## src/rtl/ddr3_pkg.sv

```systemverilog
// ddr3_pkg: shared definitions for the DDR3 command FSM.
//   - DDR3 command encodings {ras_n,cas_n,we_n}
//   - FSM state enumeration
//   - address-map constants (bank field width, auto-precharge bit)
package ddr3_pkg;

  localparam logic [2:0] CMD_MRS = 3'b000;
  localparam logic [2:0] CMD_REF = 3'b001;
  localparam logic [2:0] CMD_PRE = 3'b010;
  localparam logic [2:0] CMD_ACT = 3'b011;
  localparam logic [2:0] CMD_WR  = 3'b100;
  localparam logic [2:0] CMD_RD  = 3'b101;
  localparam logic [2:0] CMD_NOP = 3'b111;

  // Bank field sits directly above the column field in the request address.
  localparam int BANK_BITS = 3;
  // Column-phase address bit that requests auto-precharge.
  localparam int A10_BIT   = 10;

  typedef enum logic [2:0] {
    ST_IDLE      = 3'd0,
    ST_CFG       = 3'd1,
    ST_REFRESH   = 3'd2,
    ST_ACT       = 3'd3,
    ST_WRITE     = 3'd4,
    ST_READ      = 3'd5,
    ST_OPEN      = 3'd6,
    ST_PRECHARGE = 3'd7
  } state_e;

endpackage

```

## src/rtl/ddr3_fsm_amap.sv

```systemverilog
// ddr3_fsm_amap: splits a request address (32-bit DFI-word units) into
// DDR3 column, bank and row fields. Purely combinational.
//   adr_i  : request address
//   col_o  : column address, {adr[CSB-1:0],1'b0} (two DFI words per column pair)
//   bank_o : bank, adr[CSB+2:CSB]
//   row_o  : row, adr[ASB:CSB+3]
module ddr3_fsm_amap
  import ddr3_pkg::*;
#(
  parameter int DDR_ROW_BITS = 13,
  parameter int DDR_COL_BITS = 10,
  parameter int ADDRS        = DDR_COL_BITS + DDR_ROW_BITS + 2
) (
  input  logic [ADDRS-1:0]        adr_i,
  output logic [DDR_COL_BITS-1:0] col_o,
  output logic [BANK_BITS-1:0]    bank_o,
  output logic [DDR_ROW_BITS-1:0] row_o
);

  localparam int CSB = DDR_COL_BITS - 1;
  localparam int ASB = ADDRS - 1;

  assign col_o  = {adr_i[CSB-1:0], 1'b0};
  assign bank_o = adr_i[CSB+2:CSB];
  assign row_o  = adr_i[ASB:CSB+3];

endmodule

```

## src/rtl/ddr3_fsm.sv

```systemverilog
// ddr3_fsm: DDR3 command FSM. Turns bus write/read burst requests into
// ACT / WR / RD / PRE commands, issues REF when due, and passes config
// commands (MRS/ZQ...) through to the ddl timing layer.
//   clock, reset (sync, active-high), arst_n (async, active-low)
//   mem_wr*/mem_rd* : request handshake (req held until ack, 1-cycle ack/err)
//   cfg_*           : config command port, cfg_rdy_o accepts
//   ddl_*           : command valid/ready toward the ddl, ddl_ref_i refresh due
module ddr3_fsm
  import ddr3_pkg::*;
#(
  parameter int DDR_FREQ_MHZ = 100,
  parameter int DDR_ROW_BITS = 13,
  parameter int DDR_COL_BITS = 10,
  parameter int REQID        = 4,
  parameter int ADDRS        = DDR_COL_BITS + DDR_ROW_BITS + 2
) (
  input  logic                    clock,
  input  logic                    reset,
  input  logic                    arst_n,
  input  logic                    mem_wrreq_i,
  input  logic                    mem_wrlst_i,
  output logic                    mem_wrack_o,
  output logic                    mem_wrerr_o,
  input  logic [REQID-1:0]        mem_wrtid_i,
  input  logic [ADDRS-1:0]        mem_wradr_i,
  input  logic                    mem_rdreq_i,
  input  logic                    mem_rdlst_i,
  output logic                    mem_rdack_o,
  output logic                    mem_rderr_o,
  input  logic [REQID-1:0]        mem_rdtid_i,
  input  logic [ADDRS-1:0]        mem_rdadr_i,
  input  logic                    cfg_req_i,
  output logic                    cfg_rdy_o,
  input  logic [2:0]              cfg_cmd_i,
  input  logic [2:0]              cfg_ba_i,
  input  logic [DDR_ROW_BITS-1:0] cfg_adr_i,
  output logic                    ddl_req_o,
  input  logic                    ddl_rdy_i,
  input  logic                    ddl_ref_i,
  output logic [2:0]              ddl_cmd_o,
  output logic [2:0]              ddl_ba_o,
  output logic [DDR_ROW_BITS-1:0] ddl_adr_o
);

  state_e                  state_q, state_d;
  logic [BANK_BITS-1:0]    bank_q, bank_d;    // target bank of current request
  logic [BANK_BITS-1:0]    obank_q, obank_d;  // bank to precharge on a row miss
  logic [DDR_ROW_BITS-1:0] row_q, row_d;
  logic [DDR_COL_BITS-1:0] col_q, col_d;
  logic                    lst_q, lst_d;
  logic                    dir_q, dir_d;      // 0 = write, 1 = read
  logic                    err_q, err_d;      // pending error for the next ack
  logic [REQID-1:0]        tid_q, tid_d;      // captured, reserved
  logic                    wrack_q, wrack_d, wrerr_q, wrerr_d;
  logic                    rdack_q, rdack_d, rderr_q, rderr_d;
  logic                    run_q, run_d;      // low only while in reset

  logic [DDR_COL_BITS-1:0] wr_col_s, rd_col_s;
  logic [BANK_BITS-1:0]    wr_bank_s, rd_bank_s;
  logic [DDR_ROW_BITS-1:0] wr_row_s, rd_row_s;
  logic [DDR_ROW_BITS-1:0] col_adr_s;
  logic                    xfer_s;

  ddr3_fsm_amap #(.DDR_ROW_BITS(DDR_ROW_BITS), .DDR_COL_BITS(DDR_COL_BITS), .ADDRS(ADDRS))
    u_wr_amap (.adr_i(mem_wradr_i), .col_o(wr_col_s), .bank_o(wr_bank_s), .row_o(wr_row_s));
  ddr3_fsm_amap #(.DDR_ROW_BITS(DDR_ROW_BITS), .DDR_COL_BITS(DDR_COL_BITS), .ADDRS(ADDRS))
    u_rd_amap (.adr_i(mem_rdadr_i), .col_o(rd_col_s), .bank_o(rd_bank_s), .row_o(rd_row_s));

  assign xfer_s      = ddl_req_o & ddl_rdy_i;
  assign mem_wrack_o = wrack_q;
  assign mem_wrerr_o = wrerr_q;
  assign mem_rdack_o = rdack_q;
  assign mem_rderr_o = rderr_q;

  // Column-phase address: column bits with A10 carrying auto-precharge on the last burst.
  always_comb begin
    col_adr_s                     = '0;
    col_adr_s[DDR_COL_BITS-1:0]   = col_q;
    col_adr_s[A10_BIT]            = lst_q;
  end

  // Command outputs decoded from state; registers hold them stable until transfer.
  always_comb begin
    ddl_req_o = 1'b0;
    ddl_cmd_o = CMD_NOP;
    ddl_ba_o  = 3'b000;
    ddl_adr_o = '0;
    cfg_rdy_o = 1'b0;
    case (state_q)
      ST_IDLE: cfg_rdy_o = run_q;
      ST_CFG: begin
        ddl_req_o = cfg_req_i;
        ddl_cmd_o = cfg_cmd_i;
        ddl_ba_o  = cfg_ba_i;
        ddl_adr_o = cfg_adr_i;
        cfg_rdy_o = ddl_rdy_i;
      end
      ST_REFRESH: begin
        ddl_req_o = 1'b1;
        ddl_cmd_o = CMD_REF;
      end
      ST_ACT: begin
        ddl_req_o = 1'b1;
        ddl_cmd_o = CMD_ACT;
        ddl_ba_o  = bank_q;
        ddl_adr_o = row_q;
      end
      ST_WRITE, ST_READ: begin
        ddl_req_o = 1'b1;
        ddl_cmd_o = (state_q == ST_READ) ? CMD_RD : CMD_WR;
        ddl_ba_o  = bank_q;
        ddl_adr_o = col_adr_s;
      end
      ST_PRECHARGE: begin
        ddl_req_o = 1'b1;
        ddl_cmd_o = CMD_PRE;
        ddl_ba_o  = obank_q;
      end
      default: ddl_req_o = 1'b0;
    endcase
  end

  // Next-state and request capture.
  always_comb begin
    state_d = state_q;
    bank_d  = bank_q;
    obank_d = obank_q;
    row_d   = row_q;
    col_d   = col_q;
    lst_d   = lst_q;
    dir_d   = dir_q;
    err_d   = err_q;
    tid_d   = tid_q;
    wrack_d = 1'b0;
    wrerr_d = 1'b0;
    rdack_d = 1'b0;
    rderr_d = 1'b0;
    run_d   = 1'b1;
    case (state_q)
      ST_IDLE: begin
        if (cfg_req_i) begin
          state_d = ST_CFG;
        end else if (ddl_ref_i) begin
          state_d = ST_REFRESH;
        end else if (mem_wrreq_i && !wrack_q) begin
          {bank_d, row_d, col_d} = {wr_bank_s, wr_row_s, wr_col_s};
          {lst_d, tid_d, dir_d, err_d} = {mem_wrlst_i, mem_wrtid_i, 1'b0, 1'b0};
          state_d = ST_ACT;
        end else if (mem_rdreq_i && !rdack_q) begin
          {bank_d, row_d, col_d} = {rd_bank_s, rd_row_s, rd_col_s};
          {lst_d, tid_d, dir_d, err_d} = {mem_rdlst_i, mem_rdtid_i, 1'b1, 1'b0};
          state_d = ST_ACT;
        end else begin
          state_d = ST_IDLE;
        end
      end
      ST_CFG:       state_d = cfg_req_i ? ST_CFG : ST_IDLE;
      ST_REFRESH:   state_d = xfer_s ? ST_IDLE : ST_REFRESH;
      ST_PRECHARGE: state_d = xfer_s ? ST_ACT : ST_PRECHARGE;
      ST_ACT: begin
        if (xfer_s) begin
          state_d = dir_q ? ST_READ : ST_WRITE;
        end else begin
          state_d = ST_ACT;
        end
      end
      ST_WRITE, ST_READ: begin
        if (xfer_s) begin
          wrack_d = ~dir_q;
          wrerr_d = ~dir_q & err_q;
          rdack_d = dir_q;
          rderr_d = dir_q & err_q;
          // Last burst was issued with auto-precharge, so the row is already closed.
          state_d = lst_q ? ST_IDLE : ST_OPEN;
        end else begin
          state_d = state_q;
        end
      end
      ST_OPEN: begin
        // Only the direction that opened the row is served; refresh and the
        // other direction wait until the row closes.
        if (!dir_q && mem_wrreq_i && !wrack_q) begin
          obank_d = bank_q;
          {bank_d, row_d, col_d, lst_d, tid_d} = {wr_bank_s, wr_row_s, wr_col_s, mem_wrlst_i, mem_wrtid_i};
          err_d   = !((wr_bank_s == bank_q) && (wr_row_s == row_q));
          state_d = err_d ? ST_PRECHARGE : ST_WRITE;
        end else if (dir_q && mem_rdreq_i && !rdack_q) begin
          obank_d = bank_q;
          {bank_d, row_d, col_d, lst_d, tid_d} = {rd_bank_s, rd_row_s, rd_col_s, mem_rdlst_i, mem_rdtid_i};
          err_d   = !((rd_bank_s == bank_q) && (rd_row_s == row_q));
          state_d = err_d ? ST_PRECHARGE : ST_READ;
        end else begin
          state_d = ST_OPEN;
        end
      end
      default: state_d = ST_IDLE;
    endcase
  end

  // State and capture registers; both resets abandon any command in flight.
  always_ff @(posedge clock or negedge arst_n) begin
    if (!arst_n) begin
      state_q <= ST_IDLE;
      {bank_q, obank_q, row_q, col_q} <= '0;
      {lst_q, dir_q, err_q, tid_q}    <= '0;
      {wrack_q, wrerr_q, rdack_q, rderr_q, run_q} <= 5'b00000;
    end else if (reset) begin
      state_q <= ST_IDLE;
      {bank_q, obank_q, row_q, col_q} <= '0;
      {lst_q, dir_q, err_q, tid_q}    <= '0;
      {wrack_q, wrerr_q, rdack_q, rderr_q, run_q} <= 5'b00000;
    end else begin
      state_q <= state_d;
      {bank_q, obank_q, row_q, col_q} <= {bank_d, obank_d, row_d, col_d};
      {lst_q, dir_q, err_q, tid_q}    <= {lst_d, dir_d, err_d, tid_d};
      {wrack_q, wrerr_q, rdack_q, rderr_q, run_q} <= {wrack_d, wrerr_d, rdack_d, rderr_d, run_d};
    end
  end

endmodule

```

## config.mk

```make
export PLATFORM = sky130hd
export DESIGN_NAME = ddr3_fsm
export DESIGN_NICKNAME = d
export VERILOG_FILES = /design/src/rtl/ddr3_pkg.sv /design/src/rtl/ddr3_fsm_amap.sv /design/src/rtl/ddr3_fsm.sv
export SDC_FILE = /design/constraint.sdc
export NUM_CORES = 1
export LEC_CHECK = 0
export ABC_AREA = 0
export BUFFER_PORTS_ARGS = -buffer_cell sky130_fd_sc_hd__buf_2
export CORE_MARGIN = 2
export CORE_UTILIZATION = 40
export DETAILED_ROUTE_END_ITERATION = 8
export HOLD_SLACK_MARGIN = 0.1
export PLACE_DENSITY = 0.79
export SYNTH_ARGS = -nofsm -noshare
export SYNTH_HDL_FRONTEND = slang
export SYNTH_SLANG_ARGS = --single-unit
```

## constraint.sdc

```tcl
create_clock -name clock -period 3.8 [get_ports clock]
set_input_delay 0.95 -clock clock [delete_from_list [all_inputs] [get_ports clock]]
set_output_delay 0.95 -clock clock [all_outputs]
set_load 0.1 [all_outputs]
```

# Yosys cells after proc, flatten, opt, wreduce, memory -nomap -nowiden
# Cells that the tools add are included.
dict set report classes {
  n_eq_ne 18
  n_reduce_logical 25
  mux 86
  bitwise 4
}
# operator n
set ops {}
lappend ops {{2-to-1 mux 13 bit} 7}
lappend ops {{2-to-1 mux 10 bit} 7}
lappend ops {{2-to-1 mux 3 bit} 16}
lappend ops {{one-hot mux 13 bit (3 select lines)} 1}
lappend ops {{2-to-1 mux 1 bit} 36}
lappend ops {{== test 13 bit} 2}
lappend ops {{one-hot mux 13 bit (2 select lines)} 1}
lappend ops {{one-hot mux 3 bit (7 select lines)} 1}
lappend ops {{one-hot mux 10 bit (2 select lines)} 1}
lappend ops {{2-to-1 mux 2 bit} 9}
lappend ops {{one-hot mux 3 bit (5 select lines)} 1}
lappend ops {{== test 3 bit (second input constant)} 4}
lappend ops {{inequality test 3 bit (second input constant)} 3}
lappend ops {{one-hot mux 3 bit (3 select lines)} 1}
lappend ops {{nonzero test 3 bit} 3}
lappend ops {{logical AND 1 bit} 8}
lappend ops {{inequality test 4 bit (second input constant)} 2}
lappend ops {{one-hot mux 1 bit (2 select lines)} 4}
lappend ops {{== test 3 x 2 -> 1 bit (second input constant)} 2}
lappend ops {{== test 3 bit} 2}
lappend ops {{one-hot mux 3 bit (2 select lines)} 1}
lappend ops {{zero test 1 bit} 5}
lappend ops {{AND reduction 5 bit} 1}
lappend ops {{OR reduction 5 bit} 1}
lappend ops {{other kinds (10)} 14}
dict set report totals {
  inputBits 87
  ff_bits 40
}

# Longest topological paths before layout
dict set report logic_depth {
  ltp_word 8
  depth_mapped 9
  mapped_depth_nobuf 5
}

# Modules after synthesis
# A second synthesis with hierarchy kept.
dict set report hier_totals {
  hier_cells 371
  hier_area_um2 3387.0
}
# mod area_each_um2 n_inst seq_area_each_um2 cells_per_inst
set by_module_without_submodules {}
lappend by_module_without_submodules {ddr3_fsm 2989.1 1 1001.0 317}
lappend by_module_without_submodules {ddr3_fsm_amap 198.9 2 0.0 27}

# Worst setup path before layout
# OpenSTA, ideal clock, no wires.
dict set report synth_path {
  path_kind {flip-flop to output port}
  startpoint {register state_q[2]}
  endpoint {output ddl_adr_o[1]}
  slack_ns -0.419
  arrival_ns 3.269
  required_time_ns 2.850
  stages_incl_launch_ff 6
  n_path_buf 3
  path_cell_list {dfrtp_1 buf_4 clkbuf_1 clkbuf_1 a22oi_1 o21ai_0}
}
dict set report synth_between {
  elab_chain_len 3
}
# item line
set synth_rtl {}
lappend synth_rtl {{start, declared} ddr3_fsm.sv:45} ;# state_e state_q, state_d;
lappend synth_rtl {{start signal, assigned} ddr3_fsm.sv:213} ;# state_q <= state_d;
lappend synth_rtl {{== test 3 bit} ddr3_fsm.sv:89} ;# case (state_q)
lappend synth_rtl {{OR reduction 2 bit} --}
lappend synth_rtl {{one-hot mux 13 bit (3 select lines) *} ddr3_fsm.sv:89}
lappend synth_rtl {{end, declared} ddr3_fsm.sv:42} ;# output logic [DDR_ROW_BITS-1:0] ddl_adr_o
# Every way passes the cells marked *; elsewhere a longest branch is shown, timed or not.

# Final worst setup path
dict set report layout_path {
  startpoint {register state_q[0]}
  endpoint {output ddl_ba_o[1]}
}
dict set report layout_between {
  elab_chain_len 3
}
# item line
set layout_rtl {}
lappend layout_rtl {{== test 3 bit or == test 3 x 2 -> 1 bit (tied branches)} ddr3_fsm.sv:89}
lappend layout_rtl {{OR reduction 3 bit (no source line)} --}
lappend layout_rtl {{one-hot mux 3 bit (3 select lines) *} ddr3_fsm.sv:89}
lappend layout_rtl {{end, declared} ddr3_fsm.sv:41} ;# output logic [2:0] ddl_ba_o,
# Marks and branches as above.

==> results_dict.tcl <==
set metrics [dict create \
    outcome "complete, no violations" \
    yosysWarningCount 0 \
    switching_share_pct 47.72 \
    holdPathStages 1 \
    ios 112 \
    fin_worst_skew_ns 0.01244 \
    critical_path_peak_fanout 17 \
    power.internal_uw 943.9 \
    cp_data_arrival_time_ns 2.45 \
    total_leakage_power_uw 0.001816 \
    holdPathEnd "mem_rderr_o" \
    floorplan.initialDensity_pct 40.91 \
    antenna_found_initial 0 \
    synthMostInstantiatedCell "sky130_fd_sc_hd__nand2_1" \
    drt-total-wl_um 8575 \
    highest_metal_layer_with_signal_wires "met4" \
    rrSetupSlack_ns 1.08 \
    die_height_um 89.67 \
    fp-row-count 31 \
    area_occupied_by_multi_input_gates_mm2 0.001803 \
    crit_type "flop to primary output" \
    timing.reg2reg.worst_path_depth 6 \
    clk_latency_ns 0.30 \
    syn-num-nets 425 \
    synth_cell_type_count 44 \
    first_pass_grt_wire_length_um 13610 \
    library_cell_contributing_the_largest_single_delay_on_the_critical_path "sky130_fd_sc_hd__dfrtp_1" \
    critical_path.endpoint_type "primary output" \
    post_cts_hold_buffer_count 0 \
    hold_violations 0 \
    dpl.hpwl_um 6281 \
    slowest_delay_ns 0.66 \
    postLayoutCoreUtil_pct 50.41 \
    place.gp.congestion 0.8230 \
    drv_slew 0 \
    timing.rr.start "state_q[1]" \
    tritoncts.num_buffers 5 \
    drt-initial-drc-count 232 \
    post_route_cells_drive_above_1_share_pct 35.35 \
    final_area_mm2 0.003617 \
    rsz0062_at_grt "false" \
    cts.clk_slew.worst_paths_ns 0.09 \
    met3RoutedLength_um 606 \
    synth_area_leaders "sky130_fd_sc_hd__dfrtp_1 (33%), sky130_fd_sc_hd__mux2_4 (9.7%), sky130_fd_sc_hd__xor2_1 (9.2%)" \
    netlist.area_leader.share_pct 33.25 \
    timing.critical_path.from_type "flop" \
    seq_area_frac_synth_pct 33.25 \
    syn_avg_cell_area_um2 8.684 \
    async_set_reset_flop_share_out_of_synthesis_pct 100.0 \
    worst_slack_ns 0.3998 \
    detail-route-antenna-nets 0 \
    synth_area_mm2 0.002935 \
    part_of_the_total_power_dissipated_in_sequential_elements_pct 31.3 \
    clock_net_sink_count 39 \
    max_cap_viol_count 0 \
    netlist.top_cell.by_area "sky130_fd_sc_hd__dfrtp_1" \
    setup-violations-final 0 \
    htree_num_levels 2 \
    wl_met1_um 3662 \
    timing.final.crit_share_pct 89.48 \
    design.die.area_mm2 0.008040 \
    antenna_cells 0 \
    setup-tns-final_ns 0 \
    io_buffers 103 \
    synth.ff_latch_count 39 \
    place_ws_ns 0.7657 \
    holdCritStartpoint "err_q" \
    finalHoldWorstSlack_ns 0.4899 \
    p_switching_uw 861.5 \
    first_pass_iters 5 \
    yosys-top-cells-count "sky130_fd_sc_hd__nand2_1 (71), sky130_fd_sc_hd__dfrtp_1 (39), sky130_fd_sc_hd__a21oi_1 (31), sky130_fd_sc_hd__xor2_1 (31), sky130_fd_sc_hd__o21ai_0 (22)" \
    synth_enable_flop_cells 0 \
    final.min_clock_period_ns 3.400 \
    fmax_mhz 294.1 \
    detailed_place.area_mm2 0.003505 \
    average_detailed_routed_wire_length_per_instance_um 16.21 \
    cp.required_ns 2.85 \
    vias_per_cell 5.325 \
    reg2reg_to "col_q[6]" \
    global_route.usage.total_pct 21.98 \
    fill_cells 709 \
    worst_slew_pin_slew_ns 0.9286 \
    cts_tree "built" \
    detail_route.drc_violations 0 \
    post-cts-setup-buffer-count 0 \
    grt-ovfl-total 0 \
    postSynthCellCount 338 \
    core_mm2 0.007176 \
    max-clock-path-buffers 2 \
    detailroute.wirelength.met2_um 4135 \
    first_global_vias 2808 \
    final_nets 516 \
    worstHoldPathType "flop to flop" \
    seq_area_um2 975.9 \
    ctsRootBufferMaster "sky130_fd_sc_hd__clkbuf_8" \
    areaGrowthSynthToFinish_pct 23.23 \
    floorplan.die.width_um 89.67 \
    synth_ff_type "sky130_fd_sc_hd__dfrtp_1" \
    pwr-share-clk_pct 19.8 \
    maximum_number_of_pins_on_one_net_before_global_route_repair 40 \
    ir_drop_mv 0.3951 \
    detailroute.via_count 2817 \
    power-per-cell-area_mw_per_mm2 499.1 \
    postCtsResizedCells 0 \
    max-slew-margin-rel_pct 38.10 \
    path_cells "nor2b_1 -> buf_4 -> and2_1 -> o21ai_0 -> nand2_1 -> buf_2" \
    power.share.combinational_pct 48.8 \
]
placed cells by master, fill, tap and decap left out, drive strengths merged, types with 8 or more instances in the layout:
cell	synthesis	routed
mux2i	8	8
mux2	28	28
a22oi	11	11
a21oi	32	32
dfrtp	39	39
nor2	12	12
o21ai	23	23
xor2	31	31
nor4	8	8
nand2	71	71
buf	13	110
stage by stage:
stage | total power (uW) | instances
after floorplan | 1268 | 338
after global placement | 1437 | 521
after detailed placement | 1452 | 521
after CTS | 1811 | 529
after global routing | 1892 | 529
final | 1805 | 529
layout make-up:
| class | count | share of cell area (%) |
|---|---|---|
| flip-flops and latches | 39 | 26.98 |
| inverters | 5 | 0.5189 |
| repair buffers | 110 | 16.12 |
| clock buffers | 5 | 1.902 |
| clock inverters | 3 | 1.211 |
| multi-input cells | 268 | 49.84 |
| well taps | 99 | 3.424 |
registers in the layout, summed over array words and instances (netlist names):
| name | count |
|---|---|
| dir_q | 1 |
| err_q | 1 |
| mem_wrack_o | 1 |
| bank_q | 3 |
| obank_q | 3 |
| mem_rderr_o | 1 |
| lst_q | 1 |
| run_q | 1 |
| state_q | 3 |
| row_q | 13 |
| mem_wrerr_o | 1 |
| mem_rdack_o | 1 |
| col_q | 9 |
power by group through the flow:
| stage | Clock [uW] | Sequential (uW) | Combinational (uW) |
|---|---|---|---|
| after floorplan | 0 | 529 | 739 |
| after global placement | 0 | 568 | 869 |
| after detailed placement | 0 | 571 | 880 |
| after CTS | 364 | 564 | 883 |
| after global routing | 381 | 577 | 935 |
| final | 358 | 566 | 882 |
critical path, delay by kind of cell, from the launching register on:
family	cells	cell delay [ns]
AOI/OAI and AO/OA	1	0.18
buffers and inverters	2	0.61
DFF	1	0.66
and+or+nand+nor	3	0.70
metal layers:
| metal | up-vias | GRT usage (%) |
|---|---|---|
| met2 | 124 | 36.50 |
| met1 | 1323 | 28.54 |
| met5 | - | 0 |
| met3 | 16 | 4.662 |
| met4 | 0 | 7.191 |
| li1 | 1354 | - |
logic make-up after synthesis:
family	after synthesis	share of synthesized area, %
buf+inv	31	5.669
mux	36	15.90
simple gates	116	17.86
xor+xnor	32	9.548
flops	39	33.25
compound gates	84	17.78
worst max path at each step:
stage	start	end	cells past startpoint
floorplan	cfg_req_i	ddl_req_o	3
global placement	state_q[0]	ddl_ba_o[1]	6
detailed placement	state_q[0]	ddl_ba_o[1]	6
CTS	state_q[0]	ddl_ba_o[1]	6
global route	state_q[0]	ddl_ba_o[1]	6
finish	state_q[0]	ddl_ba_o[1]	6
No activity file was read; power rests on OpenSTA's default activity.
